===== src/rtl/input_conditioner_pkg.sv =====
// Shared definitions for the input conditioner: FSM state encoding and
// helpers used to size counters from integer parameters.
package input_conditioner_pkg;

  typedef enum logic [1:0] {
    POWERUP = 2'd0,
    IDLE    = 2'd1,
    SETTLE  = 2'd2,
    REQ     = 2'd3
  } state_t;

  // Ceiling log2; clog2(1) = 0.
  function automatic int clog2(input int value);
    int r;
    r = 0;
    while (((64'd1 << r) < 64'(value)) && (r < 32)) r++;
    return r;
  endfunction

  // Counter width able to hold value-1, never narrower than one bit.
  function automatic int width_of(input int value);
    return (clog2(value) < 1) ? 1 : clog2(value);
  endfunction

endpackage


===== src/rtl/input_conditioner_debounce_channel.sv =====
// One conditioned channel: synchroniser chain, debounce counter, stable
// level, and the level/toggle output stage with its one-cycle edge pulse.
module debounce_channel
  import input_conditioner_pkg::*;
#(
  parameter int SYNC_STAGES     = 2,
  parameter int DEBOUNCE_CYCLES = 65536,
  parameter bit TOGGLE          = 1'b0
) (
  input  logic clk,
  input  logic rst_n,
  input  logic raw,
  output logic value,
  output logic edge_pulse
);

  localparam int CW = width_of(DEBOUNCE_CYCLES);
  localparam logic [CW-1:0] CNT_LAST = CW'(DEBOUNCE_CYCLES - 1);

  logic [SYNC_STAGES-1:0] sync_reg;
  logic [CW-1:0]          cnt_reg;
  logic                   stable_reg;
  logic                   value_reg;
  logic                   edge_reg;
  logic                   sync_out;
  logic                   accept;
  logic                   fire;

  assign sync_out = sync_reg[SYNC_STAGES-1];
  // A new level is accepted on the edge that completes the stable run.
  assign accept   = (sync_out != stable_reg) && (cnt_reg == CNT_LAST);
  // Toggle channels only react to an accepted rising level.
  assign fire     = TOGGLE ? (accept && sync_out) : accept;

  // Shift the asynchronous input through the synchroniser chain.
  always_ff @(posedge clk) begin
    if (!rst_n) sync_reg <= '0;
    else        sync_reg <= {sync_reg[SYNC_STAGES-2:0], raw};
  end

  // Count consecutive mismatching cycles; accept the level at the terminal count.
  always_ff @(posedge clk) begin
    if (!rst_n) begin
      cnt_reg    <= '0;
      stable_reg <= 1'b0;
    end else if (sync_out == stable_reg) begin
      cnt_reg <= '0;
    end else if (cnt_reg == CNT_LAST) begin
      cnt_reg    <= '0;
      stable_reg <= sync_out;
    end else begin
      cnt_reg <= cnt_reg + CW'(1);
    end
  end

  // Update the output value and edge pulse on the same edge as the stable level.
  always_ff @(posedge clk) begin
    if (!rst_n) begin
      value_reg <= 1'b0;
      edge_reg  <= 1'b0;
    end else begin
      edge_reg <= fire;
      if (fire) value_reg <= TOGGLE ? ~value_reg : sync_out;
    end
  end

  assign value      = value_reg;
  assign edge_pulse = edge_reg;

endmodule


===== src/rtl/input_conditioner.sv =====
// Conditions NUM_INPUTS switches/buttons and coalesces bursts of changes
// into a single update request with a changed-channel mask and a
// request/acknowledge handshake.
module input_conditioner
  import input_conditioner_pkg::*;
#(
  parameter int                    NUM_INPUTS      = 4,
  parameter int                    SYNC_STAGES     = 2,
  parameter int                    DEBOUNCE_CYCLES = 65536,
  parameter logic [NUM_INPUTS-1:0] TOGGLE_MASK     = '0,
  parameter int                    HOLDOFF_CYCLES  = 1024,
  parameter int                    PWRUP_CYCLES    = 16
) (
  input  logic                  clk,
  input  logic                  SYS_RESETn,
  input  logic [NUM_INPUTS-1:0] raw_in,
  output logic [NUM_INPUTS-1:0] value,
  output logic [NUM_INPUTS-1:0] edge_pulse,
  output logic                  update_req,
  input  logic                  update_ack,
  output logic [NUM_INPUTS-1:0] changed_mask
);

  localparam int PW = width_of(PWRUP_CYCLES);
  localparam int HW = width_of(HOLDOFF_CYCLES);
  localparam logic [PW-1:0] PWR_LAST  = PW'(PWRUP_CYCLES - 1);
  localparam logic [HW-1:0] HOLD_LAST = HW'(HOLDOFF_CYCLES - 1);

  state_t                  state_reg;
  logic [PW-1:0]           pwr_cnt_reg;
  logic [HW-1:0]           hold_cnt_reg;
  logic [NUM_INPUTS-1:0]   acc_reg;
  logic [NUM_INPUTS-1:0]   acc_merged;

  genvar gi;
  generate
    for (gi = 0; gi < NUM_INPUTS; gi++) begin : g_ch
      debounce_channel #(
        .SYNC_STAGES     (SYNC_STAGES),
        .DEBOUNCE_CYCLES (DEBOUNCE_CYCLES),
        .TOGGLE          (TOGGLE_MASK[gi])
      ) u_ch (
        .clk        (clk),
        .rst_n      (SYS_RESETn),
        .raw        (raw_in[gi]),
        .value      (value[gi]),
        .edge_pulse (edge_pulse[gi])
      );
    end
  endgenerate

  assign acc_merged = acc_reg | edge_pulse;

  // Request FSM: power-up request, holdoff after the last change, then
  // hold the request and mask until acknowledged.
  always_ff @(posedge clk) begin
    if (!SYS_RESETn) begin
      state_reg    <= POWERUP;
      pwr_cnt_reg  <= '0;
      hold_cnt_reg <= '0;
      acc_reg      <= '0;
      update_req   <= 1'b0;
      changed_mask <= '0;
    end else begin
      case (state_reg)
        POWERUP: begin
          if (pwr_cnt_reg == PWR_LAST) begin
            // Anything that changed during power-up is covered by all-ones.
            state_reg    <= REQ;
            update_req   <= 1'b1;
            changed_mask <= '1;
            acc_reg      <= '0;
          end else begin
            pwr_cnt_reg <= pwr_cnt_reg + PW'(1);
            acc_reg     <= acc_merged;
          end
        end
        IDLE: begin
          acc_reg <= acc_merged;
          if (|edge_pulse) begin
            state_reg    <= SETTLE;
            hold_cnt_reg <= HOLD_LAST;
          end
        end
        SETTLE: begin
          if (|edge_pulse) begin
            hold_cnt_reg <= HOLD_LAST;
            acc_reg      <= acc_merged;
          end else if (hold_cnt_reg == '0) begin
            state_reg    <= REQ;
            update_req   <= 1'b1;
            changed_mask <= acc_reg;
            acc_reg      <= '0;
          end else begin
            hold_cnt_reg <= hold_cnt_reg - HW'(1);
          end
        end
        REQ: begin
          // Changes seen while the request is held wait for the next request.
          acc_reg <= acc_merged;
          if (update_ack) begin
            update_req   <= 1'b0;
            changed_mask <= '0;
            if (|acc_merged) begin
              state_reg    <= SETTLE;
              hold_cnt_reg <= HOLD_LAST;
            end else begin
              state_reg <= IDLE;
            end
          end
        end
        default: state_reg <= POWERUP;
      endcase
    end
  end

endmodule


===== config.mk =====
export PLATFORM = sky130hd
export DESIGN_NAME = input_conditioner
export DESIGN_NICKNAME = d
export VERILOG_FILES = /design/src/rtl/input_conditioner_pkg.sv /design/src/rtl/input_conditioner_debounce_channel.sv /design/src/rtl/input_conditioner.sv
export SDC_FILE = /design/constraint.sdc
export NUM_CORES = 1
export LEC_CHECK = 0
export BUFFER_PORTS_ARGS = -buffer_cell sky130_fd_sc_hd__buf_4
export CELL_PAD_IN_SITES_DETAIL_PLACEMENT = 1
export CELL_PAD_IN_SITES_GLOBAL_PLACEMENT = 1
export CORE_MARGIN = 5
export CORE_UTILIZATION = 47
export DETAILED_ROUTE_END_ITERATION = 8
export GPL_ROUTABILITY_DRIVEN = 0
export PLACE_DENSITY_LB_ADDON = 0.15
export RECOVER_POWER = 100
export SYNTH_ARGS = -nofsm -noshare
export SYNTH_HDL_FRONTEND = slang
export SYNTH_SLANG_ARGS = --single-unit

===== constraint.sdc =====
create_clock -name clk -period 2.6 [get_ports clk]
set_clock_uncertainty 0.05 [all_clocks]
set_input_delay 0.26 -clock clk [delete_from_list [all_inputs] [get_ports clk]]
set_output_delay 0.26 -clock clk [all_outputs]
set_load 0.02 [all_outputs]

# After elaboration in Yosys (flattened, before gate mapping)
# Index checks and enable logic that the tools add are counted.
dict set report classes {
  eq_ne 24
  reduce_logical 23
  n_mux 27
  n_addsub 6
  n_bitwise 7
}
# operator count
set ops {}
lappend ops {{$add 16x1->16 const B} 4}
lappend ops {{$eq 16x16->1 const B} 4}
lappend ops {{$mux 10} 5}
lappend ops {{$pmux 10 s3} 1}
lappend ops {{$mux 4} 7}
lappend ops {{$pmux 4 s3} 2}
lappend ops {{$reduce_and 5->1} 3}
lappend ops {{$mux 2} 6}
lappend ops {{$ne 2x2->1 const B} 6}
lappend ops {{$reduce_or 3->1} 4}
lappend ops {{$logic_not 10->1} 1}
lappend ops {{$reduce_and 2->1} 5}
lappend ops {{$sub 10x1->10 const B} 1}
lappend ops {{$pmux 2 s4} 1}
lappend ops {{$reduce_or 4->1} 2}
lappend ops {{$ne 3x3->1 const B} 2}
lappend ops {{$not 1->1} 6}
lappend ops {{$reduce_bool 3->1} 2}
lappend ops {{$add 4x1->4 const B} 1}
lappend ops {{$eq 1x1->1} 4}
lappend ops {{$eq 2x2->1 const B} 2}
lappend ops {{$eq 4x4->1 const B} 1}
lappend ops {{$logic_and 1x1->1} 4}
lappend ops {{$mux 1} 4}
lappend ops {{6 further kinds} 9}
dict set report totals {
  word_cells 113
  regBits 109
  out_inout_bits 13
  inputBits 7
}

# Depth between registers and ports, before layout
dict set report depth {
  word_depth 5
  depth_mapped 7
  depth_no_buf 6
}

# Modules after synthesis
# From an unflattened synthesis, not the netlist that was laid out.
dict set report unflattened {
  hier_cells 519
  hier_area_um2 4545.6
}
# mod instances cells_each area_each_um2 seq_area_each_um2
set modules_own_cells {}
lappend modules_own_cells {debounce_channel 4 95 835.8 400.4}
lappend modules_own_cells {input_conditioner 1 139 1202.4 500.5}

# Least setup slack after synthesis
# Ideal clock, no wire load.
dict set report synth_path {
  kind {register to register}
  start {register hold_cnt_reg[0]}
  end {register changed_mask[0]}
  setup_ps 119
  path_slack_ps 642
  path_buffers 0
  stages_incl_launch_ff 7
  required_time_ps 2431
  synth_period_minus_slack_ps 1958
  arrival_time_ps 1789
  path_cell_list {dfxtp_1 > inv_1 > ha_1 > or4b_2 > nor3_1 > nand3_1 > o221a_2}
}
dict set report synth_between {
  elab_chain_len 3
}
# item line_no
set synth_lines {}
lappend synth_lines {{from (decl)} input_conditioner.sv:31} ;# logic [HW-1:0] hold_cnt_reg;
lappend synth_lines {{from (signal assigned)} input_conditioner.sv:95} ;# hold_cnt_reg <= hold_cnt_reg - HW'(1);
lappend synth_lines {{$logic_not 10->1} input_conditioner.sv:89} ;# end else if (hold_cnt_reg == '0) begin
lappend synth_lines {{$ne 2x2->1 (no source line)} --}
lappend synth_lines {{$reduce_and 5->1 (no source line)} --}
lappend synth_lines {{to (signal assigned)} input_conditioner.sv:92} ;# changed_mask <= acc_reg;
lappend synth_lines {{to (decl)} input_conditioner.sv:21} ;# output logic [NUM_INPUTS-1:0] changed_mask
# Every way passes these cells.
# A chain may end at the register's enable or synchronous reset.

# Worst setup path in the final report
dict set report layout_path {
  start {register hold_cnt_reg[0]}
  end {register hold_cnt_reg[1]}
}
dict set report layout_between {
  elab_chain_len 4
  elab_cells_between_ends 7
  classes_between {1 x add/sub; 1 x eq/ne; 3 x mux; 2 x reduce/logical}
}
# item line_no
set layout_lines {}
lappend layout_lines {{$sub 10x1->10} input_conditioner.sv:95}
lappend layout_lines {{$mux 10} input_conditioner.sv:89}
lappend layout_lines {{$mux 10} input_conditioner.sv:86} ;# if (|edge_pulse) begin
lappend layout_lines {{$pmux 10 s3} input_conditioner.sv:65} ;# case (state_reg)
# Several ways; a longest one is shown, not always the timed one. The select of a mux whose other input is x is not followed.

==> impl_results.md <==
- I/O pin total: 20
- Detailed placement HPWL: 7120 um
- Worst slew pin tran: 1340 ps
- Core area: 9770 um^2
- Resize count post-CTS: 0
- Root Buffer: clkbuf_8
- Number of max-cap violations: 0
- Peak supply drop: 0.000357 V
- Initial Util: 0.480
- Seq/Total Area, Yosys: 0.448
- Layout cell share with drive strength beyond 1: 0.0659
- Final hold vios: 0
- FP Rows: 36
- Tmin final: 2280 ps
- Die Ht: 110 um
- Max Fclk: 439 MHz
- Seq cells post-synth: 105
- Post-route cell area: 5010 um^2
- Post-synth top area cell: dfxtp_1
- CTS hold repair buffers: 0
- First-pass DRT Iterations: 4
- GRT Total Usage: 0.182
- Setup crit end kind: register
- CP Data Arrival Time: 2540 ps
- DRC Markers: 0
- DRT antenna net count: 0
- Post-route insts no fill: 679
- Leak: 0.00155 uW
- Final WL: 9890 um
- DP Area: 4910 um^2
- DR vias: 3716
- Worst hold path type: input pin to register
- # port buffers: 19
- Max-slew violations: 0
- Area Overhead vs Synth: 6.86%
- CTS Sinks: 105
- Synth cell types: 54
- Ranking of synthesized cells by area: dfxtp_1 45%, xnor2_1 6.7%, nor2_1 5.8%
- Die width: 110 um
- Die area: 12100 um^2
- Avg Cell Area, Syn: 8.83 um^2
- Max reg flops: 64
- Fin crit share: 0.877
- Crit Path Class: register to register
- Syn_nets: 544
- Clock transition at path regs: 100 ps
- Commonest non-fill, non-tap cell in the layout: dfxtp_1
- Crit-path max FO: 9
- First-pass GRT wire length: 17500 um
- Utilization after layout: 0.513
- Vias per cell: 5.47
- Routed length per instance: 14.6 um
- Postcts setup bufs: 0
- Commonest non-fill, non-tap cells in the layout: 105 x dfxtp_1, 73 x nor2_1, 36 x xnor2_1
- Async set-reset flop share out of synthesis: 0
- GRT overflow: 0
- Antenna cells: 0
- Fillers: 1216
- # placed instances: 663
- Cell Pwr Density: 522 nW/um^2
- CTS Buffer Depth: 2
- CTS H-tree depth: 3
- Initial antenna violation count: 0
- Ys Warns: 0
- Post-Syn Area: 4690 um^2
- Synth Instances: 531
- Startpoint Class: register
- TritonCTS clock tree: yes
- Worst-Skew Late Latency: 380 ps
- Rel. slew slack: 0.107
- Most used flip-flop cell after synthesis: dfxtp_1
- Nets: 554
- Post-synth EDFFs: 0
- Status: completed
- Vias in the first global route: 3800
- Post-synth top area share: 0.448
- Setup violators final: 0
- Setup tns final: 0 ps
- Num CTS Buffers: 9
- Initial DRC Count: 172
- Required @ worst endpoint: 2860 ps
- Largest net degree at the start of global routing: 34
- RSZ-0062 raised after global routing: false
-- cell type report --
cell class	count	area, um^2	share of cell area
clock buffers	10	138	0.0275
clock inverters	6	43.8	0.00874
multi-input cells	379	2360	0.471
inverters	21	78.8	0.0157
flip-flops and latches	105	2100	0.419
repair buffers	25	121	0.0242
well taps	133	166	0.0332
-- critical path, stage by stage (launching register included) --
cell and delay (ps):
dfxtp_1 330, inv_1 120, ha_1 240, nor4b_1 590, nand3_1 220, o211ai_2 440
mux2i_1 220
-- logic make-up after synthesis --
| logic type | count (synthesis) | share of synthesized area |
|---|---|---|
| xor gates and xnor gates | 58 | 0.108 |
| muxes | 5 | 0.0109 |
| AOI/OAI and AO/OA | 66 | 0.0982 |
| and+or+nand+nor | 244 | 0.273 |
| buffers and inverters | 47 | 0.0451 |
| DFF | 105 | 0.448 |
| adders and majority gates | 6 | 0.0160 |
-- per-stage QoR --
step                worst slack, ps  hold WS [ps]  total power, uW
global placement                480           365             1720
detailed placement              350           382             1720
global route                   72.2          15.9             2740
finish                          321          32.7             2620
floorplan                       642           337             1700
CTS                             345          3.50             2670
-- per-layer routing --
layer	vias up	part of all wire	wire [um]	track usage
li1	1886	-	-	-
met1	1772	0.48	4770	0.227
met2	43	0.47	4660	0.303
met3	15	0.030	298	0.0534
met4	0	0.016	155	0.0534
met5	-	0	0	0
-- where the power goes --
part	switching, uW	internal (uW)
clock network	565	374
logic	31.9	19.7
registers	8.41	1620
-- cells in the mapped netlist (2+ instances only) --
library cell and count:
xor2_1 22, buf_2 3, a211oi_1 4, nor2_1 73
or3b_2 2, o31ai_1 3, a21o_1 2, ha_1 6
and4_1 8, nor4b_1 2, nor3_1 20, or4_1 2
nor4_1 17, inv_1 21, nand2_1 34, nand4_1 17
o21a_1 4, a21oi_1 18, dfxtp_1 105, o311ai_0 2
o221a_2 4, buf_4 8, nand2b_1 2, nand3_1 31
xnor2_1 36, and2_1 13, o211ai_1 2, or3_1 7
nor3b_1 3, and3_1 3, mux2i_1 4, clkbuf_1 14
o21ai_0 9, o2bb2ai_1 4, a311oi_1 3, a31oi_1 4
o2111ai_1 2
-- worst paths after layout --
| path | cells after the start | end | startpoint | slack (ps) |
|---|---|---|---|---|
| worst max-delay path | 6 | hold_cnt_reg[1]$_SDFFE_PN0P_ | hold_cnt_reg[0]$_SDFFE_PN0P_ | 320 |
| worst min register to register | 1 | g_ch[0].u_ch.sync_reg[1]$_SDFF_PN0_ | g_ch[0].u_ch.sync_reg[0]$_SDFF_PN0_ | 410 |
| worst max register to register | 6 | hold_cnt_reg[1]$_SDFFE_PN0P_ | hold_cnt_reg[0]$_SDFFE_PN0P_ | 320 |
| worst min-delay path | 2 | g_ch[3].u_ch.sync_reg[0]$_SDFF_PN0_ | raw_in[3] | 30 |
Note: power is estimated with default switching activity, not from simulation.
